**config.mk**
```make
export PLATFORM = sky130hd
export DESIGN_NAME = relu_layer_argmax
export DESIGN_NICKNAME = d
export VERILOG_FILES = /design/src/rtl/relu_layer_argmax.sv
export SDC_FILE = /design/constraint.sdc
export NUM_CORES = 1
export LEC_CHECK = 0
export CORE_MARGIN = 2
export CORE_UTILIZATION = 50
export DETAILED_ROUTE_END_ITERATION = 16
export GPL_ROUTABILITY_DRIVEN = 0
export HOLD_SLACK_MARGIN = 0.1
export PLACE_DENSITY = 0.74
export SYNTH_ARGS = -nofsm -noshare
export SYNTH_HDL_FRONTEND = slang
export SYNTH_SLANG_ARGS = --single-unit
export TNS_END_PERCENT = 5
```
**constraint.sdc**
```tcl
create_clock -name clk -period 3.2 [get_ports clk]
set_clock_uncertainty 0.2 [all_clocks]
set_input_delay 0.48 -clock clk [delete_from_list [all_inputs] [get_ports clk]]
set_output_delay 0.48 -clock clk [all_outputs]
set_load 0.02 [all_outputs]
```
**src/rtl/relu_layer_argmax.sv**
```systemverilog
// Final classification stage: captures one frame of ReLU neuron outputs, scans it one
// lane per cycle and presents the argmax class and score under a valid/ready handshake.
module relu_layer_argmax #(
  parameter int NUM_CLASSES = 4,
  parameter int DW          = 8,
  parameter int IDXW        = 2,
  parameter int CNTW        = 16
) (
  input  logic                      clk,
  input  logic                      reset,
  input  logic                      in_valid,
  output logic                      in_ready,
  input  logic [NUM_CLASSES*DW-1:0] in_data,
  output logic                      out_valid,
  input  logic                      out_ready,
  output logic [IDXW-1:0]           out_class,
  output logic [DW-1:0]             out_score,
  output logic                      out_all_zero,
  output logic [CNTW-1:0]           frame_cnt
);

  typedef enum logic [1:0] {IDLE, SCAN, HOLD} state_t;

  localparam logic [IDXW-1:0] LAST_LANE = IDXW'(NUM_CLASSES - 1);
  localparam logic [IDXW-1:0] FIRST_PTR = (NUM_CLASSES > 1) ? IDXW'(1) : '0;

  state_t          state, state_nxt;
  logic [DW-1:0]   lanes [NUM_CLASSES];
  logic [DW-1:0]   best_score;
  logic [IDXW-1:0] best_idx;
  logic [IDXW-1:0] ptr;
  logic            accept;
  logic            last_lane;
  logic            better;
  logic [DW-1:0]   scan_score;
  logic [IDXW-1:0] scan_idx;

  // NOTE: sequential state uses non-blocking assignments so every flop samples pre-edge values.
  always_ff @(posedge clk) begin
    if (reset) state <= IDLE;
    else       state <= state_nxt;
  end

  // NOTE: every output of this block is given a default first, so no path can infer a latch.
  always_comb begin
    state_nxt = state;
    in_ready  = 1'b0;
    out_valid = 1'b0;
    case (state)
      IDLE: begin
        in_ready = 1'b1;
        if (in_valid) state_nxt = (NUM_CLASSES == 1) ? HOLD : SCAN;
      end
      SCAN: begin
        if (last_lane) state_nxt = HOLD;
      end
      HOLD: begin
        out_valid = 1'b1;
        if (out_ready) state_nxt = IDLE;
      end
      default: state_nxt = IDLE;
    endcase
  end

  // Strict compare keeps the lowest index on ties.
  assign accept     = (state == IDLE) && in_valid;
  assign last_lane  = (ptr == LAST_LANE);
  assign better     = lanes[ptr] > best_score;
  assign scan_score = better ? lanes[ptr] : best_score;
  assign scan_idx   = better ? ptr : best_idx;

  // NOTE: the capture registers are plain flops (not RAM), so they are reset along with the rest.
  always_ff @(posedge clk) begin
    if (reset) begin
      for (int k = 0; k < NUM_CLASSES; k++) lanes[k] <= '0;
      best_score   <= '0;
      best_idx     <= '0;
      ptr          <= '0;
      out_class    <= '0;
      out_score    <= '0;
      out_all_zero <= 1'b0;
      frame_cnt    <= '0;
    end else if (accept) begin
      for (int k = 0; k < NUM_CLASSES; k++) lanes[k] <= in_data[k*DW +: DW];
      best_score <= in_data[DW-1:0];
      best_idx   <= '0;
      ptr        <= FIRST_PTR;
      if (frame_cnt != '1) frame_cnt <= frame_cnt + CNTW'(1);
      if (NUM_CLASSES == 1) begin
        out_class    <= '0;
        out_score    <= in_data[DW-1:0];
        out_all_zero <= (in_data[DW-1:0] == '0);
      end
    end else if (state == SCAN) begin
      best_score <= scan_score;
      best_idx   <= scan_idx;
      if (last_lane) begin
        out_class    <= scan_idx;
        out_score    <= scan_score;
        out_all_zero <= (scan_score == '0);
      end else begin
        ptr <= ptr + IDXW'(1);
      end
    end
  end

endmodule

```
Word-level counts from Yosys, hierarchy flattened
Memories as Yosys holds them, arrays and structs flattened.
Index checks and enable logic that the tools add are counted.
W data, S select, Z words.

word-level totals
  flip-flop bits (word level) = 41
  bits of input ports = 36
  memories = 1
  logic and storage cells = 59
  bits in writable memories = 32

operators by class
  magnitude comparators = 1
  bitwise logic cells = 6
  equality and inequality tests = 8
  $add $sub $neg = 2
  multiplexer cells = 22
  reductions and logical operators = 10

memory list
  memory  depth  width  rd ports  clocked after Yosys merged registers in  wr ports  RTL line  RTL
  lanes   4      8      1         0                                        4         28        logic [DW-1:0] lanes [NUM_CLASSES];

operators with widths
  cell                     count
  $mux W8                  7
  $add A16 B1 Y16 const B  1
  $ne A16 B16 Y1 const B   1
  $mux W1                  10
  $gt A8 B8 Y1             1
  $logic_not A8 Y1         1
  $mux W2                  4
  $ne A2 B2 Y1 const B     4
  $pmux W2 S3              1
  $reduce_and A2 Y1        3
  $reduce_and A3 Y1        2
  $eq A2 B2 Y1 const B     2
  $or A1 B1 Y1             4
  $add A2 B1 Y2 const B    1
  $eq A2 B1 Y1 const B     1
  $logic_not A2 Y1         1
  $not A1 Y1               2
  $reduce_bool A2 Y1       1
  $reduce_or A2 Y1         1
  $logic_and A1 B1 Y1      1

Longest topological paths before layout
Gate-level depths: netlist of run 1.

  word-level depth = 6
  gate-level depth with buffers = 10
  gate-level depth less buffers = 8

Least setup slack after synthesis of run 1
Ideal clock, no wire load.

  path kind = flip-flop to flip-flop
  start point = register ptr[0]
  end point = register best_idx[0]
  period minus slack after synthesis = 2.835 ns
  slack = 0.365 ns
  stages on the path, launching flop included = 10
  data arrival time = 2.563 ns
  path buffers = 2
  setup time = 0.072 ns
  cell sequence = dfxtp_1 buf_6 mux4_1 ha_1 nor2b_1 o211ai_1 a211o_1 clkbuf_1 a21oi_1 mux2i_1

between the ends
  word-level cells in the longest chain between the ends = 3

ends and longest elaborated chain
  item                      RTL line  RTL
  start: declaration        31        logic [IDXW-1:0] ptr;
  start signal: assignment  102       ptr <= ptr + IDXW'(1);
  $mem_v2 Z4 W8             -
  $gt A8 B8 Y1              68        assign better = lanes[ptr] > best_score;
  $mux W2 (*)               70        assign scan_idx = better ? ptr : best_idx;
  end signal: assignment    96        best_idx <= scan_idx;
  end: declaration          30        logic [IDXW-1:0] best_idx;

Mark *: on every way between the ends. The rest lies on a longest branch, timed or not.
A chain may end at the register's enable or synchronous reset.

Worst setup path after layout of run 1
  start point = register ptr[0]
  end point = register out_score[0]

between the ends
  word-level cells in the longest chain between the ends = 3
  elaborated cells on any way between the ends = 5
  those cells by class = 1 x order compare; 1 x eq/ne; 1 x mux; 1 x reduce/logical; 1 x memory

ends and longest elaborated chain
  item                    RTL line  RTL
  $mem_v2 Z4 W8           -
  $gt A8 B8 Y1            68
  $mux W8                 69        assign scan_score = better ? lanes[ptr] : best_score;
  end signal: assignment  91        out_score <= in_data[DW-1:0];
  end signal: assignment  99        out_score <= scan_score;
  end: declaration        17        output logic [DW-1:0] out_score,

Parallel ways exist; a longest one is shown, timed or not.

==> flow_metrics.py, run 1 <==
metrics = {
    "clocking": {
        "clockBufferDepth": 2,
        "cts_root_buffer": "clkbuf_8",
        "clock_sink_count": 73,
        "cts_made_buffers": 9,
        "clk_pin_slew_ns": 0.08,
        "ctsHtreeMaxLevel": 3,
        "insertion_delay_ns": 0.35,
        "cts_tree": "yes",
    },
    "power": {
        "p_seq_frac": 0.470,
        "power_frac_comb": 0.189,
        "finalPower_mw": 2.27,
        "clkPwrFrac": 0.341,
        "power_density_mw_per_mm2": 481,
        "sw_frac_of_total": 0.274,
        "ir_worst_vdd_mv": 0.305,
        "internal-power_mw": 1.64,
        "cellLeakagePower_nw": 1.64,
        "power_switching_uw": 621,
    },
    "synthesis": {
        "synth_seq_cells": 73,
        "syn_avg_cell_area_um2": 10.2,
        "syn_nets": 411,
        "synthArstFlopShare": 0,
        "synth_cells": 365,
        "synth_top_cell_area_share": 0.259,
        "synth-edff-count": 32,
        "synth_area_leaders": "edfxtp_1, dfxtp_1, and2_1",
        "yosysSeqAreaShare": 0.480,
        "yosys_warnings": 0,
        "synth_area_leader_cell": "edfxtp_1",
        "syn_area_mm2": 0.00371,
        "synth_cell_types": 48,
        "synthFlopType": "dfxtp_1",
    },
    "setup_path": {
        "cp.required_ns": 3.25,
        "critPathKind": "register to register",
        "worstPathMaxFanout": 10,
        "cp.arrival_ns": 3.03,
        "crit_start": "ptr[0]",
        "worst_setup_path_start_kind": "register",
        "crit_path_end_kind": "register",
        "r2r_cells": 9,
        "reg2reg_from": "ptr[0]",
    },
    "timing": {
        "setup_ws_ns": 0.215,
        "fin_crit_sh": 0.933,
        "setup_viol": 0,
        "grt_setup_unrepaired": "no",
        "finalHoldViolCount": 0,
        "maxSlewHeadroom": 0.659,
        "fmax_mhz": 335,
        "worst_pin_slew_ns": 0.510,
        "fin_crit_ns": 2.99,
        "finalSetupTns_ns": 0,
        "worst_hold_slack_ns": 0.268,
        "drv_slew": 0,
    },
    "layout": {
        "regArea_mm2": 0.00178,
        "stdcell_count": 535,
        "fin_util": 0.652,
        "final_common_cell": "clkdlybuf4s50_1",
        "final_area_mm2": 0.00470,
        "final_cell_mix": "clkdlybuf4s50_1, dfxtp_1, nor2_1",
        "nets": 477,
        "drive_gt1_frac": 0.103,
        "area_growth_pct": 26.6,
        "fillers": 585,
        "multi_input_area_mm2": 0.00177,
        "n_antenna_cell": 0,
    },
    "grt": {
        "grt_pass1_wl_um": 13600,
        "grt_usage": 0.208,
        "gr-total-overflow": 0,
        "first_global_vias": 2821,
        "antenna_found_initial": 0,
        "grt_max_degree": 34,
    },
    "flow_run": {
        "drv_cap": 0,
    },
    "floorplan": {
        "num_io_pins": 65,
        "chipHeight_um": 90.2,
        "start_util": 0.515,
        "dieWidth_um": 90.2,
        "core-area_mm2": 0.00721,
        "rows": 31,
        "dieArea_mm2": 0.00814,
    },
    "detailed_routing": {
        "wl_met3_um": 603,
        "ant_nets": 0,
        "wl_met1_um": 3720,
        "dr.pass1.iters": 5,
        "vias_per_cell": 5.71,
        "drt-wirelength-per-cell_um": 15.4,
        "highest_layer": "met4",
        "vias": 3057,
        "drcViolationCount": 0,
        "wl_met2_um": 3730,
        "routed_wl_um": 8260,
        "drtIter0Drc": 363,
    },
    "status": {
        "outcome": "finished, final reports clean",
    },
    "placed_design": {
        "io_buffers": 64,
        "place_ws_ns": 0.176,
        "place_inst": 519,
        "hpwl_um": 6100,
        "placed_cell_area_mm2": 0.00449,
    },
    "hold_path": {
        "holdCritPathClass": "register to register",
        "whs_path_depth": 2,
        "hp-start": "best_idx[1]",
    },
}
path summary, 6_finish.rpt:
check | end | slack [ns]
setup / recovery | out_score[0] | 0.21
hold / removal | best_idx[1] | 0.27
setup reg to reg | out_score[0] | 0.21
hold reg to reg | best_idx[1] | 0.27
synthesized netlist by cell type, types with 2 or more instances:
cell       number
or3_1           3
nor2_1         39
inv_1          15
dfxtp_1        41
and2_1         33
a311oi_1       11
a2bb2oi_1       5
o31ai_1         2
nand2_1        21
nor2b_1         6
nor4_2          2
edfxtp_1       32
a22oi_1         2
o21ai_0        13
mux4_1          3
mux4_2          5
nand3_1        15
nand4_1        13
and4_1          2
ha_1           10
a211oi_1        5
a21oi_1        15
xnor2_1        11
clkbuf_1       20
nor3b_1         2
mux2i_1         4
o221ai_1        8
buf_4           2
nor4_1          2
nor3_1          5
sequential cells by signal, indices dropped and copies added (netlist names):
signal        flops
lanes            32
frame_cnt        16
best_score        8
out_score         8
best_idx          2
out_class         2
ptr               2
state             2
out_all_zero      1
cells by family (layout without fill, tap and decap cells):
kind of cell	count (synthesis)	count (layout)	synth area share
AND/OR/NAND/NOR	149	149	0.219
flip-flops	73	73	0.480
AO/OA/AOI/OAI	70	70	0.133
buffers and inverters	39	110	0.0434
multiplexers	13	13	0.0653
XOR/XNOR	11	11	0.0259
adder cells (fa/ha/maj)	10	10	0.0337
power by group through the flow:
stage	Combinational, mW	Clock (mW)	Sequential [mW]
after floorplan	0.272	0	1.07
after global placement	0.408	0	1.08
after detailed placement	0.419	0	1.09
after CTS	0.421	0.781	1.06
after global routing	0.462	0.821	1.07
final	0.428	0.772	1.07
timing repair:
action,in CTS,in global routing
resized for setup,0,1
buffers inserted,0,0
hold buffers,0,0
setup endpoints to repair,0,3
per-layer routing:
metal	up-vias	global-route usage
met5	-	0
met1	1420	0.286
met2	131	0.309
met3	22	0.0553
li1	1484	-
met4	0	0.0949
critical path, cell delays in order (launching register included):
cell and delay [ns]:
dfxtp_1 0.47, buf_4 0.21, mux4_2 0.57, ha_1 0.34
nand4_1 0.14, nor2_1 0.08, a211oi_1 0.27, buf_4 0.23
o21ai_0 0.09, a311oi_1 0.30
final cells by class:
| cell class | count | share of cell area |
|---|---|---|
| Timing Repair Buffer | 79 | 0.160 |
| Tap cell | 99 | 0.0263 |
| Inverter | 15 | 0.0120 |
| Clock buffer | 12 | 0.0356 |
| Multi-Input combinational cell | 253 | 0.377 |
| Sequential cell | 73 | 0.379 |
| Clock inverter | 4 | 0.0104 |
Power figures use the tool's default switching activity.
==> run 2, diff against run 1 <==
--- a/config.mk
+++ b/config.mk
@@ -7,6 +7,7 @@
 export LEC_CHECK = 0
 export CORE_MARGIN = 2
 export CORE_UTILIZATION = 50
+export CTS_BUF_LIST = sky130_fd_sc_hd__clkbuf_2 sky130_fd_sc_hd__clkbuf_4 sky130_fd_sc_hd__clkbuf_8
 export DETAILED_ROUTE_END_ITERATION = 16
 export GPL_ROUTABILITY_DRIVEN = 0
 export HOLD_SLACK_MARGIN = 0.1
==> run 2 against run 1 <==
Effect of this change:
- maximum frequency about the same
- wire length up 0.15%
- non-clock buffer count unchanged
- flip-flop and latch count unchanged
- total power up 1.4%
- clock-buffer cell count down 1
- critical path depth unchanged
- sequential power about the same
- hold slack better by 0.00075 ns
- register-to-register slack about the same
- setup slack better by 0.0029 ns
- first-iteration DRC count up 0.55%
- critical path type unchanged
- largest cell class unchanged
==> flow_metrics.py, run 2 (synthesized netlist as in run 1, its figures left out) <==
metrics = {
    "clocking": {
        "ctsHtreeMaxLevel": 3,
        "postCtsHoldBufs": 0,
        "clock_sink_count": 73,
        "cts_tree": "yes",
        "postCtsSetupRepairBufs": 0,
        "cts_root_buffer": "clkbuf_8",
        "cts_resized": 0,
        "insertion_delay_ns": 0.35,
        "clk_pin_slew_ns": 0.08,
        "cts_made_buffers": 9,
        "clockBufferDepth": 2,
    },
    "timing": {
        "maxSlewHeadroom": 0.654,
        "finalSetupTns_ns": 0,
        "setup_ws_ns": 0.218,
        "worst_pin_slew_ns": 0.518,
        "fin_crit_sh": 0.932,
        "grt_setup_unrepaired": "no",
        "setup_viol": 0,
        "finalHoldViolCount": 0,
        "fin_crit_ns": 2.98,
        "worst_hold_slack_ns": 0.269,
        "fmax_mhz": 335,
        "drv_slew": 0,
    },
    "detailed_routing": {
        "dr.pass1.iters": 6,
        "routed_wl_um": 8270,
        "ant_nets": 0,
        "drt-wirelength-per-cell_um": 15.5,
        "drcViolationCount": 0,
        "vias_per_cell": 5.73,
        "vias": 3063,
        "drtIter0Drc": 365,
    },
    "setup_path": {
        "cp.required_ns": 3.25,
        "worst_setup_path_start_kind": "register",
        "critPathKind": "register to register",
        "crit_path_end_kind": "register",
        "cp.arrival_ns": 3.03,
        "worstPathMaxFanout": 10,
    },
    "floorplan": {
        "start_util": 0.515,
        "dieArea_mm2": 0.00814,
        "chipHeight_um": 90.2,
        "core-area_mm2": 0.00721,
        "num_io_pins": 65,
        "rows": 31,
        "dieWidth_um": 90.2,
    },
    "flow_run": {
        "drv_cap": 0,
    },
    "placed_design": {
        "place_ws_ns": 0.176,
        "place_inst": 519,
        "hpwl_um": 6100,
        "io_buffers": 64,
    },
    "grt": {
        "gr-total-overflow": 0,
        "first_global_vias": 2821,
        "grt_pass1_wl_um": 13600,
        "grt_max_degree": 34,
        "antenna_found_initial": 0,
        "grt_usage": 0.208,
    },
    "power": {
        "power_density_mw_per_mm2": 487,
        "ir_worst_vdd_mv": 0.339,
        "cellLeakagePower_nw": 1.64,
    },
    "layout": {
        "largest_register_ffs": 32,
        "final_common_cell": "clkdlybuf4s50_1",
        "fin_util": 0.653,
        "stdcell_count": 535,
        "final_cell_mix": "clkdlybuf4s50_1, dfxtp_1, nor2_1",
        "area_growth_pct": 26.8,
        "largestRegisters": "lanes (32), frame_cnt (16)",
        "n_antenna_cell": 0,
        "drive_gt1_frac": 0.103,
        "regMostFlops": "lanes",
        "nets": 477,
    },
    "status": {
        "outcome": "finished, final reports clean",
    },
    "hold_path": {
        "holdCritPathClass": "register to register",
    },
}
## run 2: changes by cell type in the layout (fill, tap and decap cells not counted), sizes merged
cell    previous run  this run
clkbuf            12        11
bufinv             1         2
## run 2: through the flow
stage	power [mW]	cell area, um2
after floorplan	1.34	3710
after global placement	1.49	4490
after detailed placement	1.51	4490
after CTS	2.30	4710
after global routing	2.39	4710
final	2.30	4710
## run 2: worst paths after layout
check | from | endpoint | slack (ns) | cells past startpoint
max | ptr[0] | out_score[0] | 0.22 | 9
min | best_idx[1] | best_idx[1] | 0.27 | 2
max reg2reg | ptr[0] | out_score[0] | 0.22 | 9
min reg2reg | best_idx[1] | best_idx[1] | 0.27 | 2
## run 2: layout make-up
cell class              count  area, um2
flip-flops and latches     73       1780
inverters                  15       56.3
well taps                  99        124
fillers                   584       2500
clock inverters             5       78.8
repair buffers             79        753
multi-input cells         253       1770
clock buffers              11        143
## run 2: critical path, cell delays in order (launching register included)
cell      delay [ns]
dfxtp_1         0.47
buf_4           0.21
mux4_2          0.57
ha_1            0.34
nand4_1         0.14
nor2_1          0.08
a211oi_1        0.27
buf_4           0.22
o21ai_0         0.10
a311oi_1        0.30
## run 2: per-layer routing
| metal | vias up | share of wire | track usage |
|---|---|---|---|
| met5 | - | 0 | 0 |
| met3 | 27 | 0.068 | 0.0553 |
| li1 | 1482 | - | - |
| met1 | 1415 | 0.46 | 0.286 |
| met4 | 0 | 0.026 | 0.0949 |
| met2 | 139 | 0.45 | 0.309 |
## run 2: report_power, final
part / total, mW / switching (mW) / internal, mW
sequential: 1.07 / 0.0402 / 1.03
combinational: 0.427 / 0.239 / 0.188
clock: 0.803 / 0.341 / 0.462
